File: config.mk
export PLATFORM = sky130hd
export DESIGN_NAME = demux16b6_buf
export DESIGN_NICKNAME = d
export VERILOG_FILES = /design/src/rtl/demux16b6_buf.sv
export SDC_FILE = /design/constraint.sdc
export NUM_CORES = 1
export LEC_CHECK = 0
export ABC_AREA = 1
export CORE_MARGIN = 2
export CORE_UTILIZATION = 43
export DETAILED_ROUTE_END_ITERATION = 7
export GPL_TIMING_DRIVEN = 0
export MAX_ROUTING_LAYER = met4
export PLACE_DENSITY = 0.76
export SETUP_SLACK_MARGIN = 0.4
export SYNTH_ARGS = -nofsm -noshare
export SYNTH_HDL_FRONTEND = slang
export SYNTH_SLANG_ARGS = --single-unit
File: constraint.sdc
create_clock -name clk -period 3.92 [get_ports clk]
set_input_delay 0.588 -clock clk [delete_from_list [all_inputs] [get_ports clk]]
set_output_delay 0.588 -clock clk [all_outputs]
set_load 0.03 [all_outputs]
File: src/rtl/demux16b6_buf.sv
// Registered 1-to-6 demux: one word per cycle into six single-entry holding regs, visible 1 cycle after accept.
// in_ready drops only when the selected slot is full and not being acked this cycle; selects 6/7 are always sunk.
module demux16b6_buf #(
  parameter int WIDTH     = 16,
  parameter int CNT_WIDTH = 16
) (
  input  logic                 clk,
  input  logic                 reset,
  input  logic [WIDTH-1:0]     in,
  input  logic                 in_valid,
  input  logic [2:0]           select,
  output logic                 in_ready,
  output logic [WIDTH-1:0]     out0,
  output logic [WIDTH-1:0]     out1,
  output logic [WIDTH-1:0]     out2,
  output logic [WIDTH-1:0]     out3,
  output logic [WIDTH-1:0]     out4,
  output logic [WIDTH-1:0]     out5,
  output logic [5:0]           out_valid,
  input  logic [5:0]           out_ack,
  output logic                 err,
  output logic [CNT_WIDTH-1:0] drop_count
);

  logic [WIDTH-1:0]     data_q [6];
  logic [WIDTH-1:0]     data_d [6];
  logic [5:0]           valid_q, valid_d;
  logic                 err_q, err_d;
  logic [CNT_WIDTH-1:0] cnt_q, cnt_d;
  logic                 sel_ok;
  logic                 slot_free;
  logic                 accept;

  // Ready is a function of select and slot state only; an ack in the same cycle frees the slot.
  always_comb begin
    sel_ok    = (select < 3'd6);
    slot_free = 1'b1;
    for (int n = 0; n < 6; n++) begin
      if (select == 3'(n)) slot_free = !valid_q[n] || out_ack[n];
    end
    in_ready = slot_free;
  end

  always_comb begin
    accept  = in_valid && in_ready;
    valid_d = valid_q & ~out_ack;
    for (int n = 0; n < 6; n++) begin
      data_d[n] = data_q[n];
      if (accept && sel_ok && (select == 3'(n))) begin
        data_d[n]  = in;
        valid_d[n] = 1'b1;
      end
    end
    err_d = accept && !sel_ok;
    cnt_d = cnt_q;
    if (err_d && (cnt_q != {CNT_WIDTH{1'b1}})) cnt_d = cnt_q + 1'b1;
  end

  always_ff @(posedge clk or posedge reset) begin
    if (reset) begin
      for (int n = 0; n < 6; n++) data_q[n] <= '0;
      valid_q <= '0;
      err_q   <= 1'b0;
      cnt_q   <= '0;
    end else begin
      for (int n = 0; n < 6; n++) data_q[n] <= data_d[n];
      valid_q <= valid_d;
      err_q   <= err_d;
      cnt_q   <= cnt_d;
    end
  end

  assign out0       = data_q[0];
  assign out1       = data_q[1];
  assign out2       = data_q[2];
  assign out3       = data_q[3];
  assign out4       = data_q[4];
  assign out5       = data_q[5];
  assign out_valid  = valid_q;
  assign err        = err_q;
  assign drop_count = cnt_q;

endmodule
# ---- Yosys cells after proc, flatten, opt, wreduce, memory -nomap -nowiden
# Cells that the tools add are included.
dict set report classes {
  n_bitwise 2
  n_addsub 1
  order_cmp 1
  eq_ne 6
  n_reduce_logical 24
  n_mux 12
}
# cell count
set ops {}
lappend ops {{$add 16x1->16 const B} 1}
lappend ops {{$ne 16x16->1 const B} 1}
lappend ops {{$mux 1} 12}
lappend ops {{$logic_and 1x1->1} 10}
lappend ops {{$logic_not 1->1} 7}
lappend ops {{$and 6x6->6} 1}
lappend ops {{$eq 3x2->1 const B} 2}
lappend ops {{$eq 3x3->1 const B} 2}
lappend ops {{$logic_or 1x1->1} 6}
lappend ops {{$not 6->6} 1}
lappend ops {{$eq 3x1->1 const B} 1}
lappend ops {{$logic_not 3->1} 1}
lappend ops {{$lt 3x3->1 const B} 1}
dict set report totals {
  output_inout_bits 120
  elab_cells 55
  ff_bits 119
  input_bits 28
}

# ---- Logic depth before layout (Yosys ltp)
dict set report depth {
  depth_word 12
  ltp_mapped 12
  depth_no_buf 11
}

# ---- Worst setup path before layout
# No wires, ideal clock.
dict set report synth_timing {
  path_kind {register to register}
  startpoint {register cnt_q[0] (netlist: drop_count[0])}
  endpoint {register cnt_q[0] (netlist: drop_count[0])}
  setup_slack_ns 1.972
  t_required_ns 3.854
  stages_incl_launch_ff 9
  period_less_slack_ns 1.948
  arrival_ns 1.882
  path_buffers 1
  setup_time_ns 0.066
  path_cell_list {dfrtp_1 -> ha_1 -> nand3_1 -> inv_1 -> nand4_1 -> nand4_4 -> buf_6 -> nand2_2 -> nand2_1}
}
dict set report synth_between {
  elab_chain_len 2
  word_cells_on_any_way 3
  classes_between {1 x add/sub; 1 x eq/ne; 1 x reduce/logical}
}
# item line
set synth_lines {}
lappend synth_lines {{start: declaration} 29} ;# logic [CNT_WIDTH-1:0] cnt_q, cnt_d;
lappend synth_lines {{start signal: assignment} 69} ;# cnt_q <= cnt_d;
lappend synth_lines {{parallel branches: the longest is 2 deep, another holds $add 16x1->16} --}
# Several ways; the timed one is not identified.
# A chain may end at the register's enable or synchronous reset.

# ---- Worst setup path in the final report
dict set report layout_timing {
  startpoint {input select[1]}
  endpoint {output in_ready}
}
dict set report layout_between {
  elab_chain_len 7
  word_cells_on_any_way 12
  classes_between {5 x eq/ne; 6 x mux; 1 x reduce/logical}
}
# item line
set layout_lines {}
lappend layout_lines {{start: declaration} 11} ;# input logic [2:0] select,
lappend layout_lines {{$logic_not 3->1} 39} ;# if (select == 3'(n)) slot_free = !valid_q[n] || out_ack[n];
lappend layout_lines {{$mux 1 (5 in series)} 39}
lappend layout_lines {{$mux 1 (*)} 39}
lappend layout_lines {{end: declaration} 12} ;# output logic in_ready,
# Mark *: on every way between the ends. The rest lies on a longest branch, timed or not.

==> metrics list <==
- Outcome: complete, but fails checks
* Failing checks: design-rule violations
* Design Power: 4.490 mW
- Max cap viols: 0
- The critical path starts at select[1].
* Clock Pin Slew Worst Setup and Hold Paths: 0.05 ns
* Critical path peak fanout: 8
- Routability-driven placement finished with a final weighted congestion of 0.8632.
- The area growth from synthesis to layout is 44.99%.
- Average wire length per cell after detail routing: 16.48 um
* Worst hold start: out2[13]
* Die width: 113 um
* Via count of the first global-routing pass: 4,329
* Clock Tree Root: sky130_fd_sc_hd__clkbuf_16
- Detailed-routing iteration count for the pre-antenna-repair pass: 7
* Minimum setup slack among reg-to-reg paths: 1.69 ns
- Reported leakage power: 3.414 nW
* TritonCTS Buffers: 17
- At the placement stage, the worst setup path has a slack of 0.6747 ns.
* Hold buffer count at cts: 0
- STA puts the critical path data arrival time at 2.66 ns.
- The worst path uses 82.97% of the clock period.
- Die footprint: 12,770 sq um
- The worst pin sits at a relative slew slack of 66.00%.
* Via density: 5.095
- DP Wirelength: 10,290 um
- Period minus WS final: 3.252 ns
* Core region area: 11,520 sq um
- The worst setup path is launched from an input port.
- The routed layout has 4,300 vias.
* Global-route total usage across every layer: 23.52%
- The first global-routing pass estimated 22,600 um of wire.
- The path class of the tightest hold or removal check is register to register.
- The multi-input combinational cells in the finished layout cover a total of 1743 sq um.
- Category of the most critical setup path: input port to output port
- For this run, the top clock speed supported by timing is 307.5 MHz.
* Maximum VDD drop: 0.2739 mV
* Maximum level of the CTS H-tree: 4
- Flops & latches, synth: 119
- The max-slew violation count was 0.
- For this run, the register share of the synthesized area comes to 58.29%.
- Final Hold Viols: 0
- # rows: 39
- Skew final: 0.01087 ns
- No sink is reached through more buffers than the 2 on the longest clock path.
* TritonCTS clock tree: yes
* Number of warning messages in the yosys log: 0
- Detail Route Antenna Nets: 0
- Layout Nets: 717
- Cell area after synthesis: 5109 sq um
- Counting cells, the worst reg-to-reg path comes to 7.
- The worst hold path terminates at out2[13].
* Setup repair after global routing missed its margin: false
- During I/O placement, the number of pins put on the boundary was 148.
* Total of buffers placed on input and output ports: 146
- Setup violations remaining at the end of the flow were counted as 0.
* Data required time of the critical path: 3.33 ns
- The endpoint identified for the worst register-to-register timing path is drop_count[9].
- The floorplan step set the die height to 113 um.
- Once the clock tree was built, the resizer swapped 0 gates to a different size.
- The clock net in this run drives a total of 119 sinks.
- In this run the critical register-to-register path is launched from drop_count[0].
* Drt initial violations: 462
- In this run, distinct cell masters in the synthesized netlist total 23.
* Number of antenna violations at the first check in global routing: 0
* Cell Pwr Density: 606.2 nW/um^2
- Mapped Cells: 520
- Setup slack on the critical path of the routed design comes to 0.6677 ns.
- For this configuration, the core starts out at a cell density of 44.36%.
* Setup Buffers After CTS: 0
- Insertion delay to the later sink of the worst-skew pair: 0.42 ns
- Post-synth net total: 549
* Final Routed Wirelength: 13,910 um
- Fraction of layout instances using a drive strength above 1: 13.41%
* Per-instance average area after synthesis: 9.824 sq um
- Cell depth of the worst min-delay path: 2
- Layout filler cell count: 941
- For this run, design rule violations remaining after detail routing come to 16.
- STA classifies the critical path endpoint as an output port.
- Transition time of the tightest slew-check pin: 0.5085 ns
- Reg area: 2978 sq um
- Pin count of the biggest net entering global routing: 47
* Global route total overflow: 0
- Setup Total Neg Slack: 0 ns
- The number of antenna diodes in the final layout is 0.
critical path, cell delays in order:
cell and delay (ns):
sky130_fd_sc_hd__clkdlybuf4s50_1 0.58, sky130_fd_sc_hd__nor2_1 0.10, sky130_fd_sc_hd__nand2_1 0.11, sky130_fd_sc_hd__inv_2 0.07, sky130_fd_sc_hd__nand2_1 0.10, sky130_fd_sc_hd__nand4_4 0.13, sky130_fd_sc_hd__nor2_8 0.26, sky130_fd_sc_hd__clkdlybuf4s50_1 0.73
power breakdown:
| group | switching, mW | internal, mW |
|---|---|---|
| combinational | 0.788 | 0.544 |
| sequential | 0.157 | 1.45 |
| clock | 0.599 | 0.948 |
| total | 1.54 | 2.95 |
state kept, by name, summed over array words and instances, names as in the netlist:
register    count
err             1
out3           16
out_valid       6
out1           16
out2           16
drop_count     16
out5           16
out0           16
out4           16
stage by stage:
step / instance area, sq um / instances / hold WS (ns) / utilization [%]
2_1_floorplan: 5112 / 520 / 0.6590 / -
3_3_place_gp: 6753 / 809 / 0.4647 / 58.64
3_5_place_dp: 6813 / 812 / 0.4670 / 59.16
4_1_cts: 7407 / 844 / 0.4801 / 64.32
5_1_grt: 7407 / 844 / 0.5061 / 64.32
6_report: 7407 / 844 / 0.4794 / 64.32
layer usage:
metal,up-vias,wire length [um],GRT usage (%)
li1,2038,-,-
met5,-,0,-
met1,2064,5862,30.06
met2,174,6638,36.97
met3,24,1144,5.892
met4,0,261,7.886
worst max-delay path by stage:
stage / end / slack [ns] / cells after the start
final: in_ready / 0.67 / 8
after CTS: in_ready / 0.66 / 8
after global placement: in_ready / 0.68 / 8
after detailed placement: in_ready / 0.67 / 8
after global routing: in_ready / 0.52 / 8
after floorplan: drop_count[0] / 1.88 / 1
cell usage after synthesis (all sizes together):
master / instances / share of area [%]
inv: 41 / 3.0
buf: 21 / 4.5
nand3: 32 / 4.6
dfrtp: 119 / 58
nor3: 6 / 0.59
xnor2: 4 / 0.69
clkbuf: 1 / 0.073
nand4: 4 / 1.1
nand2: 159 / 12
nor2: 22 / 2.1
o21ai: 100 / 11
ha: 1 / 0.24
xor2: 10 / 1.7
layout make-up:
class	instances	area share, %
well taps	143	2.416
clock buffers	17	5.743
inverters	41	2.128
multi-input cells	338	23.53
clock inverters	15	2.280
flip-flops and latches	119	40.20
plain buffers	22	3.159
repair buffers	149	20.54
cells in the final DEF (no fill, tap or decap), drive strengths merged, types with 5 or more instances in the layout:
cell type | Yosys | final
buf | 21 | 24
clkbuf | 1 | 18
clkdlybuf4s50 | 0 | 146
clkinv | 0 | 5
dfrtp | 119 | 119
inv | 41 | 45
nand2 | 159 | 159
nand3 | 32 | 32
nor2 | 22 | 22
nor3 | 6 | 6
o21ai | 100 | 100
xor2 | 10 | 10
kinds of logic after synthesis:
group                      after synthesis  synth area share (%)
adders and majority gates                1                0.2449
AOI/OAI and AO/OA                      100                 10.90
buffers and inverters                   63                 7.592
and+or+nand+nor                        223                 20.57
DFF                                    119                 58.29
xor gates and xnor gates                14                 2.400
Note: power is estimated with default switching activity, not from simulation.
